[src/rtl/llc_mem_req_queue.sv]
// llc_mem_req_queue: in-order memory request queue between the LLC core and
// the memory NoC plane, with read-credit throttling and a fill response buffer.
//
// Ports:
//   clk, rst              clock; asynchronous active-low reset
//   core_req_*            core request in (valid/ready, hwrite/hsize/hprot/addr/line)
//   mem_req_*             head-of-queue request out to the NoC (valid/ready + fields)
//   mem_rsp_*             fill data in from memory (valid/ready/line)
//   core_rsp_*            buffered fill data out to the core (valid/ready/line)
//   rd_outstanding        reads issued to memory and not yet taken by the core
//   idle                  nothing queued, buffered or outstanding
//   err_unexp_rsp         sticky: fill arrived with no read outstanding
module llc_mem_req_queue #(
   parameter int unsigned LINE_ADDR_BITS     = 28,
   parameter int unsigned LINE_BITS          = 128,
   parameter int unsigned REQ_DEPTH          = 4,
   parameter int unsigned MAX_RD_OUTSTANDING = 2
) (
   input  logic                      clk,
   input  logic                      rst,
   input  logic                      core_req_valid,
   output logic                      core_req_ready,
   input  logic                      core_req_hwrite,
   input  logic [2:0]                core_req_hsize,
   input  logic [1:0]                core_req_hprot,
   input  logic [LINE_ADDR_BITS-1:0] core_req_addr,
   input  logic [LINE_BITS-1:0]      core_req_line,
   output logic                      mem_req_valid,
   input  logic                      mem_req_ready,
   output logic                      mem_req_hwrite,
   output logic [2:0]                mem_req_hsize,
   output logic [1:0]                mem_req_hprot,
   output logic [LINE_ADDR_BITS-1:0] mem_req_addr,
   output logic [LINE_BITS-1:0]      mem_req_line,
   input  logic                      mem_rsp_valid,
   output logic                      mem_rsp_ready,
   input  logic [LINE_BITS-1:0]      mem_rsp_line,
   output logic                      core_rsp_valid,
   input  logic                      core_rsp_ready,
   output logic [LINE_BITS-1:0]      core_rsp_line,
   output logic [$clog2(MAX_RD_OUTSTANDING+1)-1:0] rd_outstanding,
   output logic                      idle,
   output logic                      err_unexp_rsp
);

   localparam int unsigned PW  = $clog2(REQ_DEPTH);
   localparam int unsigned CW  = $clog2(REQ_DEPTH + 1);
   localparam int unsigned RW  = $clog2(MAX_RD_OUTSTANDING + 1);
   localparam int unsigned RPW =
      (MAX_RD_OUTSTANDING > 1) ? $clog2(MAX_RD_OUTSTANDING) : 1;

   localparam logic [CW-1:0]  DEPTH_C = CW'(REQ_DEPTH);
   localparam logic [RW-1:0]  MAX_C   = RW'(MAX_RD_OUTSTANDING);
   localparam logic [RPW-1:0] RLAST_C = RPW'(MAX_RD_OUTSTANDING - 1);

   typedef struct packed {
      logic                      hwrite;
      logic [2:0]                hsize;
      logic [1:0]                hprot;
      logic [LINE_ADDR_BITS-1:0] addr;
      logic [LINE_BITS-1:0]      line;
   } req_t;

   // request queue state
   req_t            req_mem_q [REQ_DEPTH];
   logic [PW-1:0]   head_q, head_d;
   logic [PW-1:0]   tail_q, tail_d;
   logic [CW-1:0]   count_q, count_d;
   logic            req_rdy_q, req_rdy_d;

   // read credit / response buffer state
   logic [RW-1:0]   rd_q, rd_d;
   logic [LINE_BITS-1:0] rsp_mem_q [MAX_RD_OUTSTANDING];
   logic [RPW-1:0]  rsp_head_q, rsp_head_d;
   logic [RPW-1:0]  rsp_tail_q, rsp_tail_d;
   logic [RW-1:0]   rsp_cnt_q, rsp_cnt_d;

   logic            idle_q, idle_d;
   logic            err_q, err_d;

   req_t            req_in;
   req_t            head;
   logic            push, pop, rd_issue;
   logic            rsp_rdy, rsp_acc, rsp_unexp, rsp_push;
   logic            deliver, rd_ret;

   assign req_in = '{
      hwrite: core_req_hwrite,
      hsize:  core_req_hsize,
      hprot:  core_req_hprot,
      addr:   core_req_addr,
      line:   core_req_line
   };

   assign head = req_mem_q[head_q];

   // A read at the head waits for a credit; a write never does, but
   // strict ordering means anything behind a blocked read waits too.
   assign mem_req_valid  = (count_q != '0) &
                           (head.hwrite | (rd_q < MAX_C));
   assign mem_req_hwrite = head.hwrite;
   assign mem_req_hsize  = head.hsize;
   assign mem_req_hprot  = head.hprot;
   assign mem_req_addr   = head.addr;
   assign mem_req_line   = head.line;

   assign core_req_ready = req_rdy_q;

   assign push     = core_req_valid & req_rdy_q;
   assign pop      = mem_req_valid & mem_req_ready;
   assign rd_issue = pop & ~head.hwrite;

   // A fill with nothing outstanding is swallowed; since every buffered
   // line holds a credit, rd_q==0 implies the buffer is empty and ready.
   assign rsp_rdy   = rsp_cnt_q < MAX_C;
   assign rsp_acc   = mem_rsp_valid & rsp_rdy;
   assign rsp_unexp = rsp_acc & (rd_q == '0);
   assign rsp_push  = rsp_acc & ~rsp_unexp;

   assign core_rsp_valid = rsp_cnt_q != '0;
   assign core_rsp_line  = rsp_mem_q[rsp_head_q];
   assign deliver        = core_rsp_valid & core_rsp_ready;
   assign rd_ret         = deliver & (rd_q != '0);

   assign mem_rsp_ready  = rsp_rdy;
   assign rd_outstanding = rd_q;
   assign idle           = idle_q;
   assign err_unexp_rsp  = err_q;

   always_comb begin
      head_d = head_q;
      tail_d = tail_q;
      if (pop) begin
         head_d = head_q + PW'(1);
      end
      if (push) begin
         tail_d = tail_q + PW'(1);
      end
      unique case ({push, pop})
         2'b10:   count_d = count_q + CW'(1);
         2'b01:   count_d = count_q - CW'(1);
         default: count_d = count_q;
      endcase
      // Registered from the next count, so a pop in a full cycle
      // cannot reopen the door in that same cycle.
      req_rdy_d = count_d < DEPTH_C;
   end

   always_comb begin
      unique case ({rd_issue, rd_ret})
         2'b10:   rd_d = rd_q + RW'(1);
         2'b01:   rd_d = rd_q - RW'(1);
         default: rd_d = rd_q;
      endcase
      rsp_head_d = rsp_head_q;
      rsp_tail_d = rsp_tail_q;
      if (deliver) begin
         rsp_head_d = (rsp_head_q == RLAST_C) ? '0 :
                      rsp_head_q + RPW'(1);
      end
      if (rsp_push) begin
         rsp_tail_d = (rsp_tail_q == RLAST_C) ? '0 :
                      rsp_tail_q + RPW'(1);
      end
      unique case ({rsp_push, deliver})
         2'b10:   rsp_cnt_d = rsp_cnt_q + RW'(1);
         2'b01:   rsp_cnt_d = rsp_cnt_q - RW'(1);
         default: rsp_cnt_d = rsp_cnt_q;
      endcase
      err_d  = err_q | rsp_unexp;
      idle_d = (count_d == '0) & (rd_d == '0) &
               (rsp_cnt_d == '0);
   end

   always_ff @(posedge clk or negedge rst) begin
      if (!rst) begin
         head_q     <= '0;
         tail_q     <= '0;
         count_q    <= '0;
         req_rdy_q  <= 1'b1;
         rd_q       <= '0;
         rsp_head_q <= '0;
         rsp_tail_q <= '0;
         rsp_cnt_q  <= '0;
         idle_q     <= 1'b1;
         err_q      <= 1'b0;
      end else begin
         head_q     <= head_d;
         tail_q     <= tail_d;
         count_q    <= count_d;
         req_rdy_q  <= req_rdy_d;
         rd_q       <= rd_d;
         rsp_head_q <= rsp_head_d;
         rsp_tail_q <= rsp_tail_d;
         rsp_cnt_q  <= rsp_cnt_d;
         idle_q     <= idle_d;
         err_q      <= err_d;
      end
   end

   // Storage is cleared so the head fields read as zero out of reset.
   always_ff @(posedge clk or negedge rst) begin
      if (!rst) begin
         for (int i = 0; i < REQ_DEPTH; i++) begin
            req_mem_q[i] <= '0;
         end
      end else if (push) begin
         req_mem_q[tail_q] <= req_in;
      end
   end

   always_ff @(posedge clk or negedge rst) begin
      if (!rst) begin
         for (int i = 0; i < MAX_RD_OUTSTANDING; i++) begin
            rsp_mem_q[i] <= '0;
         end
      end else if (rsp_push) begin
         rsp_mem_q[rsp_tail_q] <= mem_rsp_line;
      end
   end

   a_count_bound: assert property (
      @(posedge clk) disable iff (!rst) count_q <= DEPTH_C);

   a_rd_bound: assert property (
      @(posedge clk) disable iff (!rst) rd_q <= MAX_C);

   a_rsp_bound: assert property (
      @(posedge clk) disable iff (!rst) rsp_cnt_q <= MAX_C);

   a_req_stable: assert property (
      @(posedge clk) disable iff (!rst)
      (mem_req_valid && !mem_req_ready) |=>
      (mem_req_valid && $stable(head)));

endmodule

[config.mk]
export PLATFORM = sky130hd
export DESIGN_NAME = llc_mem_req_queue
export DESIGN_NICKNAME = d
export VERILOG_FILES = /design/src/rtl/llc_mem_req_queue.sv
export SDC_FILE = /design/constraint.sdc
export NUM_CORES = 1
export LEC_CHECK = 0
export ABC_CLOCK_PERIOD_IN_PS = 2900
export CAP_MARGIN = 20
export CORE_UTILIZATION = 47
export CTS_CLUSTER_DIAMETER = 150
export DETAILED_ROUTE_END_ITERATION = 16
export PLACE_DENSITY = 0.71
export SLEW_MARGIN = 20
export SYNTH_ARGS = -nofsm -noshare
export SYNTH_HDL_FRONTEND = slang
export SYNTH_SLANG_ARGS = --single-unit
export TNS_END_PERCENT = 30
[constraint.sdc]
create_clock -name clk -period 2.9 [get_ports clk]
set_clock_uncertainty 0.2 [all_clocks]
set_input_delay 0.58 -clock clk [delete_from_list [all_inputs] [get_ports clk]]
set_output_delay 0.58 -clock clk [all_outputs]
set_load 0.02 [all_outputs]
== Yosys cells after proc, flatten, opt, wreduce, memory -nomap -nowiden ==
Index checks and enable logic that the tools add are counted.

* Add/sub/neg operators: 10
* $mul: 0
* Divide/modulo/power cells: 0
* Magnitude comparators: 9
* Equality and inequality tests: 6
* Shift operators: 0
* Mux-type cells: 17
* Bitwise gates (word level): 19
* Reduce and logical (&&, ||, !) cells: 9

{| class="wikitable"
|+ Operator list
! kind !! count
|-
| $bwmux W648 || 1
|-
| $mux W128 || 4
|-
| $mux W162 || 3
|-
| $bmux W162 S2 || 1
|-
| $demux W162 S2 || 1
|-
| $bwmux W256 || 1
|-
| $demux W128 S1 || 1
|-
| $and A1 B1 Y1 || 11
|-
| $add A2 B1 Y2 const B || 4
|-
| $pmux W2 S2 || 2
|-
| $eq A2 B1 Y1 const B || 3
|-
| $eq A2 B2 Y1 const B || 3
|-
| $ge A3 B3 Y1 const B || 2
|-
| $logic_not A2 Y1 || 3
|-
| $not A2 Y3 || 2
|-
| $pmux W3 S2 || 1
|-
| $ge A2 B2 Y1 const B || 2
|-
| $lt A2 B2 Y1 const B || 2
|-
| $not A1 Y2 || 2
|-
| $reduce_bool A2 Y1 || 2
|-
| $sub A2 B1 Y2 const B || 2
|-
| $add A3 B1 Y3 const B || 1
|-
| $logic_not A3 Y1 || 1
|-
| $lt A3 B1 Y1 const B || 1
|-
| other kinds (9) || 14
|}

* Register bits: 920
* Latch bits: 0
* Bits in writable memories: 0
* Memory bits (read-only): 0
* Input bits: 296
* Output and inout bits: 298
* Logic and storage cells: 102
* Memories: 0

== Depth between registers and ports, before layout ==
* Depth after elaboration: 13
* Mapped depth: 10
* Mapped depth without buffers: 10

== Worst setup path after synthesis ==
OpenSTA, ideal clock, no wires.

* Path kind: reg2reg
* Start: reg head_q[0]
* End: reg idle_q (netlist: idle)
* Setup time: 0.079 ns
* Arrival time: 2.206 ns
* Data required time: 2.621 ns
* Setup slack: 0.416 ns
* Stages on the path, launching flop included: 10
* Path buffers: 0
* Period minus slack after synthesis: 2.484 ns
* Cell sequence: dfrtp_1 -> mux4_2 -> nor2_1 -> nor2_1 -> ha_1 -> inv_1 -> fa_1 -> mux2i_1 -> nor4_1 -> and4_1

* Elaborated cells between the ends (all ways): 19
* Those cells by class: eq/ne (4); mux (5); bitwise (8); reduce/logical (2)

{| class="wikitable"
|+ RTL lines
! element !! RTL line !! text
|-
| start: declaration || 66 || <nowiki>logic [PW-1:0] head_q, head_d;</nowiki>
|-
| start signal: assignment || 177 || <nowiki>head_q <= '0;</nowiki>
|-
| start signal: assignment || 188 || <nowiki>head_q <= head_d;</nowiki>
|-
| $not A2 Y3 (not written as such) * || 95 || <nowiki>assign head = req_mem_q[head_q];</nowiki>
|-
| $bmux W162 S2 * || 95 ||
|-
| $mux W162 (not written as such) * (2 in series) || 95 ||
|-
| named net mem_req_hwrite || 30 || <nowiki>output logic mem_req_hwrite,</nowiki>
|-
| $or A1 B1 Y1 * || 100 || <nowiki>(head.hwrite | (rd_q < MAX_C));</nowiki>
|-
| $and A1 B1 Y1 * || 99 || <nowiki>assign mem_req_valid = (count_q != '0) &</nowiki>
|-
| $and A1 B1 Y1 * || 110 || <nowiki>assign pop = mem_req_valid & mem_req_ready;</nowiki>
|-
| $eq A2 B1 Y1 / $eq A2 B2 Y1 (equally long branches) || 139 || <nowiki>unique case ({push, pop})</nowiki>
|-
| $pmux W3 S2 * || 139 ||
|-
| named net count_d[1] || 68 || <nowiki>logic [CW-1:0] count_q, count_d;</nowiki>
|-
| $logic_not A3 Y1 * || 171 || <nowiki>idle_d = (count_d == '0) & (rd_d == '0) &</nowiki>
|-
| $and A1 B1 Y1 * (2 in series) || 171 ||
|-
| named net idle_d || 78 || <nowiki>logic idle_q, idle_d;</nowiki>
|-
| end signal: assignment || 196 || <nowiki>idle_q <= idle_d;</nowiki>
|-
| end: declaration || 78 ||
|}

The timed path passes the listed nets; every way through them passes the cells marked *. The select of a mux whose other input is x is not followed.
A chain may end at the register's enable or synchronous reset.

== Worst setup path in the final report ==
* Start: reg head_q[0]
* End: out mem_req_line[81]

* Word-level cells in the longest chain between the ends: 4

{| class="wikitable"
|+ Ends and longest elaborated chain
! element !! RTL line !! text
|-
| $not A2 Y3 (not written as such) || 95 ||
|-
| $bmux W162 S2 || 95 ||
|-
| $mux W162 (not written as such) (2 in series) || 95 ||
|-
| end: declaration || 34 || <nowiki>output logic [LINE_BITS-1:0] mem_req_line,</nowiki>
|}

Every way passes these cells. The select of a mux whose other input is x is not followed.

==> flow_metrics.py <==
metrics = {
    "status": {
        "status": "complete, but fails checks",
        "failed_checks": "negative setup slack",
    },
    "floorplan": {
        "design.core.area_um2": 85000,
        "die-width_um": 295,
        "fp.dieArea_um2": 86900,
        "ios": 594,
        "die_y_um": 295,
        "start_util_pct": 47.4,
        "rows": 107,
    },
    "final_layout": {
        "register_area_um2": 23000,
        "fin_util_pct": 61.7,
        "mostFrequentLayoutCell": "dfrtp_1",
        "area_growth_pct": 30.1,
        "fin_area_um2": 52400,
        "multiInputGateArea_um2": 16300,
        "fin_cells": 4271,
        "nets": 3344,
        "drive_gt1_share_pct": 53.9,
        "final_cell_mix": "dfrtp_1 (915), mux2_2 (832), clkdlybuf4s50_1 (300)",
        "n_fill_cell": 6165,
    },
    "place": {
        "portBuffers": 593,
        "place_area_um2": 48300,
        "dpl.cell_count": 4035,
        "globalplace.congestion": 0.824,
        "hpwlAfterDp_mm": 68.6,
        "dp_slack_ns": 0.0315,
    },
    "sta": {
        "rsz0062_at_grt": "yes",
        "final.setup.worst_slack_ns": -0.235,
        "max_slew_margin_pct": 53.5,
        "finalCritPeriodShare_pct": 108,
        "maxSlewViolCount": 0,
        "fmax_mhz": 319,
        "holdWs_ns": 0.267,
        "setup_viol": 165,
        "period_needed_ns": 3.13,
        "worst_slew_pin_slew_ns": 0.697,
        "hold_violations": 0,
        "finalSetupTns_ns": -22.12,
    },
    "global_route": {
        "grt_pass1_wl_mm": 155,
        "grt_pass1_vias": 26000,
        "antenna_found_initial": 23,
        "overflow": 0,
        "grt_max_degree": 74,
        "grt_use_total_pct": 23.3,
    },
    "hold_path": {
        "min_path_type": "input pin to async pin",
    },
    "critical_path": {
        "crit_path_start_kind": "flip-flop",
        "cp_cell_sequence": "buf_4, buf_12, buf_4, buf_4, mux4_2, buf_2",
        "cp.required_ns": 2.12,
        "path_class": "flip-flop to primary output",
        "cp_common_cell": "buf_4",
        "worst_path_max_delay_cell": "dfrtp_4",
        "slowest_delay_ns": 0.49,
        "worstPathArrival_ns": 2.35,
        "end_kind": "primary output",
        "crit_fanout": 9,
    },
    "clock_network": {
        "cts.sink_count": 920,
        "cts_tree": "yes",
        "root_buffer": "clkbuf_16",
        "htree_levels": 3,
        "cts_buffer_depth": 3,
        "clkLatencyLatePin_ns": 0.64,
        "path_clk_slew_ns": 0.06,
        "cts_made_buffers": 99,
    },
    "routing": {
        "drcViolationCount": 0,
        "num_vias": 23200,
        "routed_wl_mm": 103,
        "drt-initial-drc-count": 831,
        "drtPass1Iterations": 4,
        "vias_per_cell": 5.43,
        "ant_nets": 0,
        "routedWlPerCell_um": 24.1,
    },
    "yosys": {
        "synth.avg_cell_area_um2": 17.3,
        "synthCells": 2325,
        "syn-cell-area_um2": 40300,
        "yosysSeqAreaShare_pct": 57.1,
        "ys_ff_latch": 920,
        "syn-num-nets": 2629,
        "synth_warnings": 0,
        "synth_cell_types": 33,
    },
    "power": {
        "power_mw": 70.0,
        "peakVddDrop_mv": 0.823,
        "p_leak_nw": 23.9,
        "pwr_density_cell_nw_per_um2": 1340,
    },
    "run": {
        "maxCapViolations": 0,
    },
}
-- state kept, by name, summed over array words and instances, names as in the netlist --
| register | flops |
|---|---|
| rsp_cnt_q | 2 |
| req_mem_q | 648 |
| rsp_mem_q | 256 |
| rsp_head_q | 1 |
| rd_outstanding | 2 |
| err_unexp_rsp | 1 |
| rsp_tail_q | 1 |
| tail_q | 2 |
| count_q | 3 |
| core_req_ready | 1 |
| head_q | 2 |
| idle | 1 |
-- area by class of cell --
cell class / count / share of cell area (%)
multi-input cells: 1246 / 31.1
clock inverters: 35 / 0.892
flip-flops and latches: 920 / 43.9
repair buffers: 762 / 15.7
inverters: 11 / 0.0787
clock buffers: 145 / 5.59
diodes: 8 / 0.0382
well taps: 1144 / 2.73
-- cell families after synthesis --
group / Yosys count / share of synthesized area (%)
AO/OA/AOI/OAI: 5 / 0.0901
buffers and inverters: 159 / 2.54
multiplexers: 1197 / 39.3
AND/OR/NAND/NOR: 23 / 0.394
XOR/XNOR: 13 / 0.283
adder cells (fa/ha/maj): 8 / 0.267
flip-flops: 920 / 57.1
-- per-layer routing --
layer	up-vias	routed length (um)	GRT usage, %
met1	12300	39800	27.6
met5	-	184	0
met3	202	7310	6.91
met2	575	52200	40.1
li1	10100	-	-
met4	28	3450	8.10
-- path summary, 6_finish.rpt --
path	startpoint	to	slack (ns)	depth (start not counted)
min	rst	rsp_mem_q[22]	0.27	2
max	head_q[0]	mem_req_line[81]	-0.23	6
max in group asynchronous	rst	rsp_mem_q[125]	1.10	3
min in group clk	err_unexp_rsp	err_unexp_rsp	0.27	1
min reg2reg	err_unexp_rsp	err_unexp_rsp	0.27	1
max reg2reg	head_q[0]	idle	0.01	11
-- worst max-delay path: cells and delay by family, from the launching register on --
| family | cells | cell delay [ns] |
|---|---|---|
| flops | 1 | 0.49 |
| mux | 1 | 0.40 |
| buf+inv | 5 | 0.80 |
-- report_power, final --
part / switching (mW) / internal [mW]
Clock: 5.21 / 7.73
Sequential: 3.52 / 19.5
Combinational: 15.2 / 18.9
Total: 23.9 / 46.1
-- synth_stat cells --
cell,instances,area share (%)
nor2_1,8,0.075
mux2_4,140,5.2
nand3_2,4,0.099
mux2_1,61,1.7
nor2b_4,1,0.034
fa_1,1,0.050
xnor2_1,12,0.26
mux4_2,162,9.1
xor2_1,1,0.022
dfstp_2,2,0.13
nor2_4,1,0.028
ha_1,7,0.22
nor4_1,1,0.016
nand2_1,3,0.028
dfrtp_1,918,57
buf_8,2,0.075
buf_2,93,1.2
clkbuf_1,10,0.093
o21ai_2,1,0.022
a21o_1,1,0.019
a21oi_1,1,0.012
nor3_1,1,0.012
mux2_2,832,23
inv_1,11,0.10
or3_1,1,0.016
buf_6,34,0.95
nand3b_4,1,0.050
buf_4,9,0.17
o31ai_1,1,0.019
o21a_1,1,0.019
and4_1,1,0.022
or2_2,1,0.016
mux2i_1,2,0.050
-- repair_timing --
item | CTS | global route
buffers inserted | 21 | 19
hold endpoints to repair | 20 | 0
cloned | 5 | 6
gates resized for setup | 734 | 417
hold buffers | 1 | 0
pin swaps | 0 | 1
setup endpoints to repair | 290 | 295
Power figures use the tool's default switching activity.
